===== config.mk =====
export PLATFORM = sky130hd
export DESIGN_NAME = mem_port_arbiter
export DESIGN_NICKNAME = d
export VERILOG_FILES = /design/src/rtl/mem_port_arbiter.sv
export SDC_FILE = /design/constraint.sdc
export NUM_CORES = 1
export LEC_CHECK = 0
export BUFFER_PORTS_ARGS = -buffer_cell sky130_fd_sc_hd__buf_4
export CORE_MARGIN = 3
export CORE_UTILIZATION = 43
export CTS_CLUSTER_DIAMETER = 50
export CTS_CLUSTER_SIZE = 10
export DETAILED_ROUTE_END_ITERATION = 10
export PLACE_DENSITY = 0.86
export SLEW_MARGIN = 15
export SYNTH_ARGS = -nofsm -noshare
export SYNTH_HDL_FRONTEND = slang
export SYNTH_SLANG_ARGS = --single-unit

===== constraint.sdc =====
create_clock -name clock -period 1.8 [get_ports clock]
set_input_delay 0.36 -clock clock [delete_from_list [all_inputs] [get_ports clock]]
set_output_delay 0.36 -clock clock [all_outputs]
set_load 0.03 [all_outputs]

===== src/rtl/mem_port_arbiter.sv =====
// Shares one memory/MMIO port between the IFU and LSU: one transaction in flight, registered responses, watchdog.
// Optional build macro MEM_ARB_ROUND_ROBIN_EN alternates grants when both requesters are pending.
module mem_port_arbiter #(
  parameter int          TIMEOUT_CYCLES = 1024,
  parameter logic [31:0] ERR_RDATA      = 32'hdeadbeef
) (
  input  logic        clock,
  input  logic        reset,
  input  logic        ifu_reqValid,
  input  logic [31:0] ifu_addr,
  output logic        ifu_respValid,
  output logic [31:0] ifu_rdata,
  input  logic        lsu_reqValid,
  input  logic [31:0] lsu_addr,
  input  logic        lsu_wen,
  input  logic [31:0] lsu_wdata,
  input  logic [3:0]  lsu_wmask,
  input  logic [1:0]  lsu_size,
  output logic        lsu_respValid,
  output logic [31:0] lsu_rdata,
  output logic        mem_reqValid,
  output logic [31:0] mem_addr,
  output logic        mem_wen,
  output logic [31:0] mem_wdata,
  output logic [3:0]  mem_wmask,
  output logic [1:0]  mem_size,
  input  logic        mem_respValid,
  input  logic [31:0] mem_rdata,
  output logic        err
);

  localparam int CNT_W = (TIMEOUT_CYCLES > 0) ? $clog2(TIMEOUT_CYCLES + 1) : 1;
  localparam logic [CNT_W-1:0] CNT_MAX = '1;
  localparam logic [CNT_W-1:0] TO_LAST = CNT_W'((TIMEOUT_CYCLES > 0) ? TIMEOUT_CYCLES - 1 : 0);

  typedef enum logic [1:0] {
    S_IDLE  = 2'd0,
    S_ISSUE = 2'd1,
    S_RESP  = 2'd2
  } state_t;

  state_t            r_state;
  state_t            w_state_nxt;
  logic              r_owner_lsu;
  logic              r_err;
  logic [CNT_W-1:0]  r_cnt;
  logic [31:0]       r_mem_addr;
  logic              r_mem_wen;
  logic [31:0]       r_mem_wdata;
  logic [3:0]        r_mem_wmask;
  logic [1:0]        r_mem_size;
  logic [31:0]       r_ifu_rdata;
  logic [31:0]       r_lsu_rdata;
  logic              w_any_req;
  logic              w_grant_lsu;
  logic              w_timeout;

  assign w_any_req = ifu_reqValid | lsu_reqValid;
  assign w_timeout = (TIMEOUT_CYCLES != 0) && (r_cnt == TO_LAST);

`ifdef MEM_ARB_ROUND_ROBIN_EN
  // r_rr = 1 means the IFU is preferred at the next contested grant
  logic r_rr;

  assign w_grant_lsu = lsu_reqValid & (~ifu_reqValid | ~r_rr);

  always_ff @(posedge clock or negedge reset) begin
    if (!reset) begin
      r_rr <= 1'b0;
    end else if (r_state == S_IDLE && w_any_req) begin
      r_rr <= w_grant_lsu;
    end
  end
`else
  assign w_grant_lsu = lsu_reqValid;
`endif

  always_ff @(posedge clock or negedge reset) begin
    if (!reset) begin
      r_state <= S_IDLE;
    end else begin
      r_state <= w_state_nxt;
    end
  end

  always_comb begin
    w_state_nxt = r_state;
    case (r_state)
      S_IDLE:  if (w_any_req) w_state_nxt = S_ISSUE;
      S_ISSUE: if (mem_respValid || w_timeout) w_state_nxt = S_RESP;
      S_RESP:  w_state_nxt = S_IDLE;
      default: w_state_nxt = S_IDLE;
    endcase
  end

  always_ff @(posedge clock or negedge reset) begin
    if (!reset) begin
      r_owner_lsu <= 1'b0;
      r_err       <= 1'b0;
      r_cnt       <= '0;
      r_mem_addr  <= '0;
      r_mem_wen   <= 1'b0;
      r_mem_wdata <= '0;
      r_mem_wmask <= '0;
      r_mem_size  <= '0;
      r_ifu_rdata <= '0;
      r_lsu_rdata <= '0;
    end else begin
      case (r_state)
        S_IDLE: begin
          if (w_any_req) begin
            r_owner_lsu <= w_grant_lsu;
            if (w_grant_lsu) begin
              r_mem_addr  <= lsu_addr;
              r_mem_wen   <= lsu_wen;
              r_mem_wdata <= lsu_wdata;
              r_mem_wmask <= lsu_wmask;
              r_mem_size  <= lsu_size;
            end else begin
              r_mem_addr  <= ifu_addr;
              r_mem_wen   <= 1'b0;
              r_mem_wdata <= '0;
              r_mem_wmask <= 4'hf;
              r_mem_size  <= 2'd2;
            end
          end
        end
        S_ISSUE: begin
          if (r_cnt != CNT_MAX) r_cnt <= r_cnt + 1'b1;
          // A real completion beats a same-cycle timeout
          if (mem_respValid) begin
            r_err <= 1'b0;
            if (r_owner_lsu) r_lsu_rdata <= mem_rdata;
            else             r_ifu_rdata <= mem_rdata;
          end else if (w_timeout) begin
            r_err <= 1'b1;
            if (r_owner_lsu) r_lsu_rdata <= ERR_RDATA;
            else             r_ifu_rdata <= ERR_RDATA;
          end
        end
        S_RESP: begin
          r_cnt <= '0;
          r_err <= 1'b0;
        end
        default: r_cnt <= '0;
      endcase
    end
  end

  always_comb begin
    mem_reqValid  = (r_state == S_ISSUE);
    ifu_respValid = (r_state == S_RESP) & ~r_owner_lsu;
    lsu_respValid = (r_state == S_RESP) &  r_owner_lsu;
    err           = (r_state == S_RESP) &  r_err;
  end

  assign mem_addr  = r_mem_addr;
  assign mem_wen   = r_mem_wen;
  assign mem_wdata = r_mem_wdata;
  assign mem_wmask = r_mem_wmask;
  assign mem_size  = r_mem_size;
  assign ifu_rdata = r_ifu_rdata;
  assign lsu_rdata = r_lsu_rdata;

endmodule


== Word level (Yosys, flattened, before mapping) ==
Cells that the tools add are included.
Storage, ports and cells
  bits in registers: 150
  input port bits: 140
  logic and storage cells: 57
Operators by class
  $add $sub $neg: 1
  eq/ne operators: 8
  multiplexer cells: 21
  bitwise operators: 6
  reduce and logical (&&, ||, !) cells: 10
Operator list (number)
  two-way mux 32 bit: 10
  case mux 11 bit (2 select lines): 1
  adder 11 x 1 -> 11 bit, second input constant: 1
  == test 11 x 10 -> 1 bit, second input constant: 1
  two-way mux 11 bit: 1
  inequality test 11 bit, second input constant: 1
  AND reduction 2 bit: 4
  two-way mux 2 bit: 3
  AND reduction 3 bit: 2
  two-way mux 4 bit: 1
  inequality test 2 x 1 -> 1 bit, second input constant: 2
  case mux 2 bit (2 select lines): 1
  nonzero test 2 bit: 2
  bitwise AND 1 bit: 3
  two-way mux 1 bit: 3
  inequality test 3 x 1 -> 1 bit, second input constant: 1
  == test 2 x 1 -> 1 bit, second input constant: 1
  == test 2 bit, second input constant: 1
  zero test 2 bit: 1
  inequality test 2 bit, second input constant: 1
  NOT 1 bit: 2
  case mux 1 bit (2 select lines): 1
  logical OR 1 bit: 1
  bitwise OR 1 bit: 1

== Longest topological paths before layout ==
Gate-level depths: netlist of run 1.
  depth in word-level cells: 4
  depth in mapped cells: 8
  mapped depth without buffers: 6

== Worst setup path after synthesis of run 1 ==
OpenSTA, ideal clock, no wires.
  path type: reg-to-reg
  start point: register r_state[1]
  end point: register r_state[0]
  library setup time: 0.125 ns
  arrival time: 1.736 ns
  data required time: 1.675 ns
  setup slack: -0.061 ns
  stages on the path, launching flop included: 7
  path through: dfrtp_1 > inv_1 > ha_1 > clkbuf_1 > o41ai_1 > o21ai_0 > mux2_2
On the way
  cells in the longest elaborated chain, start to end: 3
RTL lines
  start, declared: RTL line 42  | state_t r_state;
  start signal, assigned: RTL line 82  | r_state <= w_state_nxt;
  == test 2 x 1 -> 1 bit (*)
  named net mem_reqValid: RTL line 21  | output logic mem_reqValid,
  inequality test 2 x 1 -> 1 bit (no source line)
  AND reduction 2 bit (no source line)
Mark *: on every way through the listed nets, which the timed path passes. The rest lies on a longest branch.
A chain may end at the register's enable or synchronous reset.

== Worst setup path after layout of run 1 ==
  start point: register r_state[1]
  end point: output port lsu_respValid
On the way
  cells in the longest elaborated chain, start to end: 2
RTL lines
  == test 2 bit: RTL line 153  | lsu_respValid = (r_state == S_RESP) & r_owner_lsu;
  bitwise AND 1 bit: RTL line 153
  end, declared: RTL line 19  | output logic lsu_respValid,
Every way passes these cells.

==> results.py, run 1 <==
metrics = {
    "outcome": {
        "outcome": "complete, no violations",
    },
    "grt": {
        "antenna_found_initial": 0,
        "grt_pass1_vias": 5419,
        "grt_start_max_net_pins": 50,
        "overflow": 0,
        "grt_usage": 0.225,
        "grt_pass1_wl_um": 28400,
    },
    "die": {
        "die_h_um": 126,
        "initial_core_util": 0.443,
        "io_pins": 279,
        "dieArea_um2": 15900,
        "die_x_um": 126,
        "coreArea_um2": 14000,
        "num_rows": 43,
    },
    "setup_path": {
        "cp.buffers_inverters": 2,
        "crit_end": "lsu_respValid",
        "reg2reg_to": "r_cnt[7]$_DFFE_PN0P_",
        "reg2reg_slack_ns": 0.04,
        "cp_top_family": "flip-flops",
        "path_max_fanout": 4,
        "worstReg2RegStart": "r_state[0]$_DFFE_PN0P_",
        "slowest_delay_ns": 0.39,
        "reg2reg_depth": 6,
        "slowest_stage": "dfrtp_1",
        "path_cells": "buf_4 -> ha_4 -> and2_4 -> buf_6",
        "worstSetupPathType": "reg -> out",
        "cp_data_arrival_time_ns": 1.42,
        "cp_data_required_time_ns": 1.44,
        "setup.worst_path.start": "r_state[1]$_DFFE_PN0P_",
        "worstSetupStartpointType": "flip-flop",
        "cp.depth": 4,
        "crit_path_end_kind": "primary output",
    },
    "final_layout": {
        "multi_input_area_um2": 2350,
        "syn_to_final_growth_pct": 51.8,
        "diodes": 0,
        "layout.area.seq_um2": 3750,
        "fin_cells": 1042,
        "fill_cells": 1059,
        "layout-drive-gt1-share": 0.428,
        "nets": 997,
    },
    "synth": {
        "synth_area_per_cell_um2": 11.1,
        "yosys.area_share.simple": 0.150,
        "yosysMostFrequentCell": "dfrtp_1",
        "synthArstFlopShare": 1.00,
        "ys.flop_type": "dfrtp_1",
        "yosysUniqueCellTypes": 41,
        "syn_area_um2": 6200,
        "synth-seq-cells": 150,
        "synthAdderAreaFrac": 0.0101,
        "yosys.area.top_type": "dfrtp_1",
        "synthTopCellsByCount": "150 x dfrtp_1, 125 x nand2_1, 47 x o22a_1, 43 x o21ai_0, 42 x nand3_1",
        "synth_warnings": 0,
        "muxShareOfSynthArea": 0.0569,
        "yosysTopAreaCellShare": 0.605,
        "yosysSeqAreaShare": 0.605,
        "synth_edf_count": 0,
        "synth_area_leaders": "dfrtp_1 61%, nand2_1 7.6%, o22a_1 6.6%",
        "synthCells": 557,
        "synth_nets": 702,
        "synthXorXnorAreaFrac": 0,
        "synth_compound_area_frac": 0.145,
        "synth_top_family_by_area": "simple AND/OR/NAND/NOR gates",
    },
    "clock_tree": {
        "cts.sinks": 150,
        "cts_tree": "built",
        "clockRootBuffer": "clkbuf_16",
        "cts.reportedPaths.clkPinSlew_ns": 0.06,
        "cts_buffers": 17,
        "clk_latency_ns": 0.41,
        "clock_path_buffers": 2,
        "htree_levels": 4,
    },
    "power": {
        "pwr-share-seq": 0.309,
        "internal-power_mw": 10.9,
        "pwr-share-clk": 0.180,
        "powerDensity_nw_per_um2": 2030,
        "p_leak_nw": 4.75,
        "p_sw_frac": 0.428,
        "power_frac_comb": 0.511,
        "irDropWorstVdd_mv": 0.879,
        "switching_power_mw": 8.16,
    },
    "timing": {
        "tightestPinTransition_ns": 0.472,
        "skew_ns": 0.00592,
        "slew_headroom": 0.685,
        "fmax_mhz": 563,
        "maxSlewViolCount": 0,
        "fin_crit_ns": 1.78,
        "post-route-period-util": 0.986,
        "hold_viol": 0,
        "fin_ws_ns": 0.0245,
        "setup_viol": 0,
        "rsz0062_at_grt": "yes",
    },
    "routing": {
        "drtPass1Iterations": 4,
        "vias": 5404,
        "remaining_drc_errors": 0,
        "wire_per_inst_um": 17.3,
        "drtIter0Drc": 371,
        "wl_um": 18000,
        "routed_via_density": 5.19,
        "drtAntennaViolNets": 0,
    },
    "placed_design": {
        "place_inst": 1006,
        "io_buffers": 278,
        "dp_hpwl_um": 13500,
        "pre_cts_ws_ns": -0.0750,
        "gp_congestion": 0.822,
    },
    "worst_hold_path": {
        "hold_path_class": "in -> reg",
        "hp-start": "mem_rdata[12]",
    },
    "job": {
        "maxCapViolCount": 0,
    },
}
[area by class of cell]
cell class                      count  area share
Tap cell                          180      0.0239
Clock inverter                      9      0.0110
Multi-Input combinational cell    362       0.249
Inverter                            6     0.00239
Timing Repair Buffer              315       0.265
Sequential cell                   150       0.399
Clock buffer                       20      0.0496
[cells by family after synthesis]
family,Yosys count
compound gates,120
simple gates,202
mux,35
flops,150
fa+ha+maj,5
buf+inv,45
[layer usage]
layer / global-route usage / wire (um)
met1: 0.262 / 6680
met2: 0.380 / 9310
met3: 0.0708 / 1370
met4: 0.103 / 649
met5: 0 / 0
[power by group through the flow]
| stage | sequential, mW | combinational (mW) | clock (mW) |
|---|---|---|---|
| floorplan | 8.75 | 2.69 | 0 |
| global placement | 5.85 | 9.35 | 0 |
| detailed placement | 5.90 | 9.60 | 0 |
| CTS | 5.89 | 9.69 | 3.48 |
| global route | 6.09 | 10.4 | 3.62 |
| finish | 5.90 | 9.74 | 3.43 |
[through the flow]
| stage | total power, mW | instance area, um^2 | TNS (ns) | util | hold slack (ns) |
|---|---|---|---|---|---|
| global placement | 15.2 | 8670 | -0.0185 | 0.620 | 0.335 |
| floorplan | 11.4 | 6200 | 0 | - | 0.0644 |
| detailed placement | 15.5 | 8670 | -0.844 | 0.620 | 0.336 |
| global route | 20.1 | 9410 | -0.229 | 0.673 | 0.152 |
| CTS | 19.1 | 9310 | -0.00476 | 0.666 | 0.149 |
| finish | 19.1 | 9410 | 0 | 0.673 | 0.164 |
[repair_timing]
action / in CTS / in global routing
gates resized for setup: 11 / 13
hold buffers: 1 / 0
pin swaps: 1 / 1
hold endpoints to repair: 41 / 0
buffers inserted: 2 / 4
setup endpoints to repair: 70 / 78
[how the worst min path moves through the flow]
stage	end	slack (ns)	cells after the start
floorplan	ifu_rdata[0]$_DFFE_PN0P_	0.06	0
global placement	ifu_rdata[16]$_DFFE_PN0P_	0.34	1
detailed placement	ifu_rdata[16]$_DFFE_PN0P_	0.34	1
CTS	ifu_rdata[12]$_DFFE_PN0P_	0.15	2
global route	ifu_rdata[18]$_DFFE_PN0P_	0.15	2
finish	ifu_rdata[12]$_DFFE_PN0P_	0.16	2
[flip-flops by register name, summed over array words and instances (netlist names)]
| name | count |
|---|---|
| ifu_rdata | 32 |
| lsu_rdata | 32 |
| mem_addr | 32 |
| mem_wdata | 32 |
| r_cnt | 11 |
| mem_wmask | 4 |
| mem_size | 2 |
| r_state | 2 |
| mem_wen | 1 |
| r_err | 1 |
| r_owner_lsu | 1 |
[placed cells by master, fill, tap and decap left out, types with 3 or more instances in the layout]
| master | Yosys | final |
|---|---|---|
| a21oi_1 | 3 | 3 |
| a22o_1 | 19 | 19 |
| and2_1 | 6 | 3 |
| and2_4 | 0 | 3 |
| buf_12 | 0 | 8 |
| buf_4 | 3 | 300 |
| buf_6 | 3 | 6 |
| clkbuf_16 | 0 | 17 |
| clkbuf_8 | 0 | 3 |
| clkinv_2 | 0 | 4 |
| dfrtp_1 | 150 | 149 |
| ha_4 | 0 | 3 |
| inv_1 | 6 | 4 |
| mux2i_1 | 33 | 33 |
| nand2_1 | 125 | 123 |
| nand3_1 | 42 | 42 |
| nor2_1 | 4 | 4 |
| nor2b_1 | 9 | 7 |
| o21ai_0 | 43 | 43 |
| o22a_1 | 47 | 47 |
(Power assumes the default switching activity.)
==> run 2: changes to the inputs <==
Settings changed: CELL_PAD_IN_SITES_DETAIL_PLACEMENT set to 0, CELL_PAD_IN_SITES_GLOBAL_PLACEMENT set to 1, CORE_UTILIZATION 43 to 32.
==> results.py, run 2 (synthesized netlist as in run 1, its figures left out) <==
metrics = {
    "outcome": {
        "outcome": "complete, no violations",
    },
    "setup_path": {
        "worstSetupStartpointType": "flip-flop",
        "cp_data_required_time_ns": 1.44,
        "worstSetupPathType": "reg -> out",
        "cp_data_arrival_time_ns": 1.39,
        "path_max_fanout": 7,
        "worstReg2RegStart": "r_cnt[0]$_DFFE_PN0P_",
        "crit_path_end_kind": "primary output",
        "setup.worst_path.start": "r_state[0]$_DFFE_PN0P_",
    },
    "timing": {
        "fmax_mhz": 572,
        "slew_headroom": 0.750,
        "tightestPinTransition_ns": 0.375,
        "rsz0062_at_grt": "yes",
        "maxSlewViolCount": 0,
        "skew_ns": 0.0113,
        "post-route-period-util": 0.972,
        "fin_crit_ns": 1.75,
        "fin_setup_tns_ns": 0,
        "hold_viol": 0,
        "setup_viol": 0,
    },
    "routing": {
        "remaining_drc_errors": 0,
        "routed_via_density": 4.64,
        "wl_um": 17700,
        "wire_per_inst_um": 15.8,
        "drtPass1Iterations": 4,
        "drtAntennaViolNets": 0,
        "vias": 5215,
        "drtIter0Drc": 232,
    },
    "power": {
        "irDropWorstVdd_mv": 1.05,
        "p_leak_nw": 4.78,
        "powerDensity_nw_per_um2": 2010,
    },
    "final_layout": {
        "syn_to_final_growth_pct": 54.3,
        "multi_input_area_um2": 2340,
        "diodes": 0,
        "layout.area.seq_um2": 3750,
        "layout_commonest_cell": "buf_4",
        "fill_cells": 1792,
        "fin_cells": 1124,
        "layout-drive-gt1-share": 0.427,
        "nets": 996,
        "final_cell_mix": "297 x buf_4, 149 x dfrtp_1, 122 x nand2_1",
    },
    "grt": {
        "grt_start_max_net_pins": 76,
        "overflow": 0,
        "grt_pass1_vias": 5373,
        "antenna_found_initial": 0,
        "grt_usage": 0.167,
        "grt_pass1_wl_um": 28400,
    },
    "clock_tree": {
        "clockRootBuffer": "clkbuf_16",
        "cts.reportedPaths.clkPinSlew_ns": 0.07,
        "cts.sinks": 150,
        "clk_latency_ns": 0.42,
        "cts_buffers": 17,
        "htree_levels": 4,
        "clock_path_buffers": 2,
        "cts_tree": "built",
    },
    "die": {
        "dieArea_um2": 21100,
        "num_rows": 50,
        "coreArea_um2": 18900,
        "initial_core_util": 0.328,
        "io_pins": 279,
        "die_x_um": 145,
        "die_h_um": 145,
    },
    "worst_hold_path": {
        "hold_path_class": "in -> reg",
        "hp-start": "mem_rdata[7]",
    },
    "placed_design": {
        "gp_congestion": 0.808,
        "dp_hpwl_um": 12900,
        "place_inst": 1083,
        "io_buffers": 278,
    },
    "job": {
        "maxCapViolCount": 0,
    },
}
## run 2: critical path: stages, from the launching register on
cell and delay [ns]:
dfrtp_1 0.41, buf_6 0.13, ha_4 0.17, buf_12 0.13, buf_8 0.13
## run 2: routing by layer
| metal | vias up | global-route usage | wire length, um |
|---|---|---|---|
| li1 | 2540 | - | - |
| met1 | 2471 | 0.199 | 7210 |
| met2 | 184 | 0.282 | 8890 |
| met3 | 20 | 0.0637 | 1340 |
| met4 | 0 | 0.0484 | 291 |
| met5 | - | 0 | 0 |
## run 2: worst paths after layout
kind,slack [ns],depth (start not counted),end
min in group asynchronous,0.41,2,lsu_rdata[23]$_DFFE_PN0P_
max reg2reg,0.06,6,r_cnt[6]$_DFFE_PN0P_
max in group asynchronous,0.84,3,mem_wdata[7]$_DFFE_PN0P_
min reg2reg,0.47,2,mem_wdata[11]$_DFFE_PN0P_
min,0.15,2,lsu_rdata[7]$_DFFE_PN0P_
max,0.05,4,mem_reqValid
## run 2: timing repair
action / CTS / global route
setup endpoints to repair: 9 / 77
resized for setup: 7 / 16
hold buffers: 1 / 0
pin swaps: 0 / 3
hold endpoints to repair: 33 / 0
buffers inserted: 1 / 7
## run 2: area by class of cell
cell class | instances | area share
clock buffer | 18 | 0.0459
clock inverter | 14 | 0.0184
inverter | 6 | 0.00235
multi-input combinational | 362 | 0.244
sequential | 150 | 0.392
tap | 260 | 0.0340
timing repair buffer | 314 | 0.262
## run 2: power breakdown
group | internal, mW | switching, mW | total (mW)
clock | 2.15 | 1.54 | 3.69
sequential | 4.95 | 0.924 | 5.87
combinational | 3.88 | 5.81 | 9.69
## run 2: per-stage QoR
stage	hold slack (ns)	util	power, mW	area (um^2)	setup slack [ns]
after CTS	0.130	0.499	19.3	9430	-0.0105
after detailed placement	0.292	0.465	15.5	8780	0.00295
after global routing	0.132	0.506	20.4	9570	-0.0438
after global placement	0.297	0.465	15.3	8780	0.0377
after floorplan	0.0644	-	11.4	6200	0.0159
final	0.153	0.506	19.2	9570	0.0507
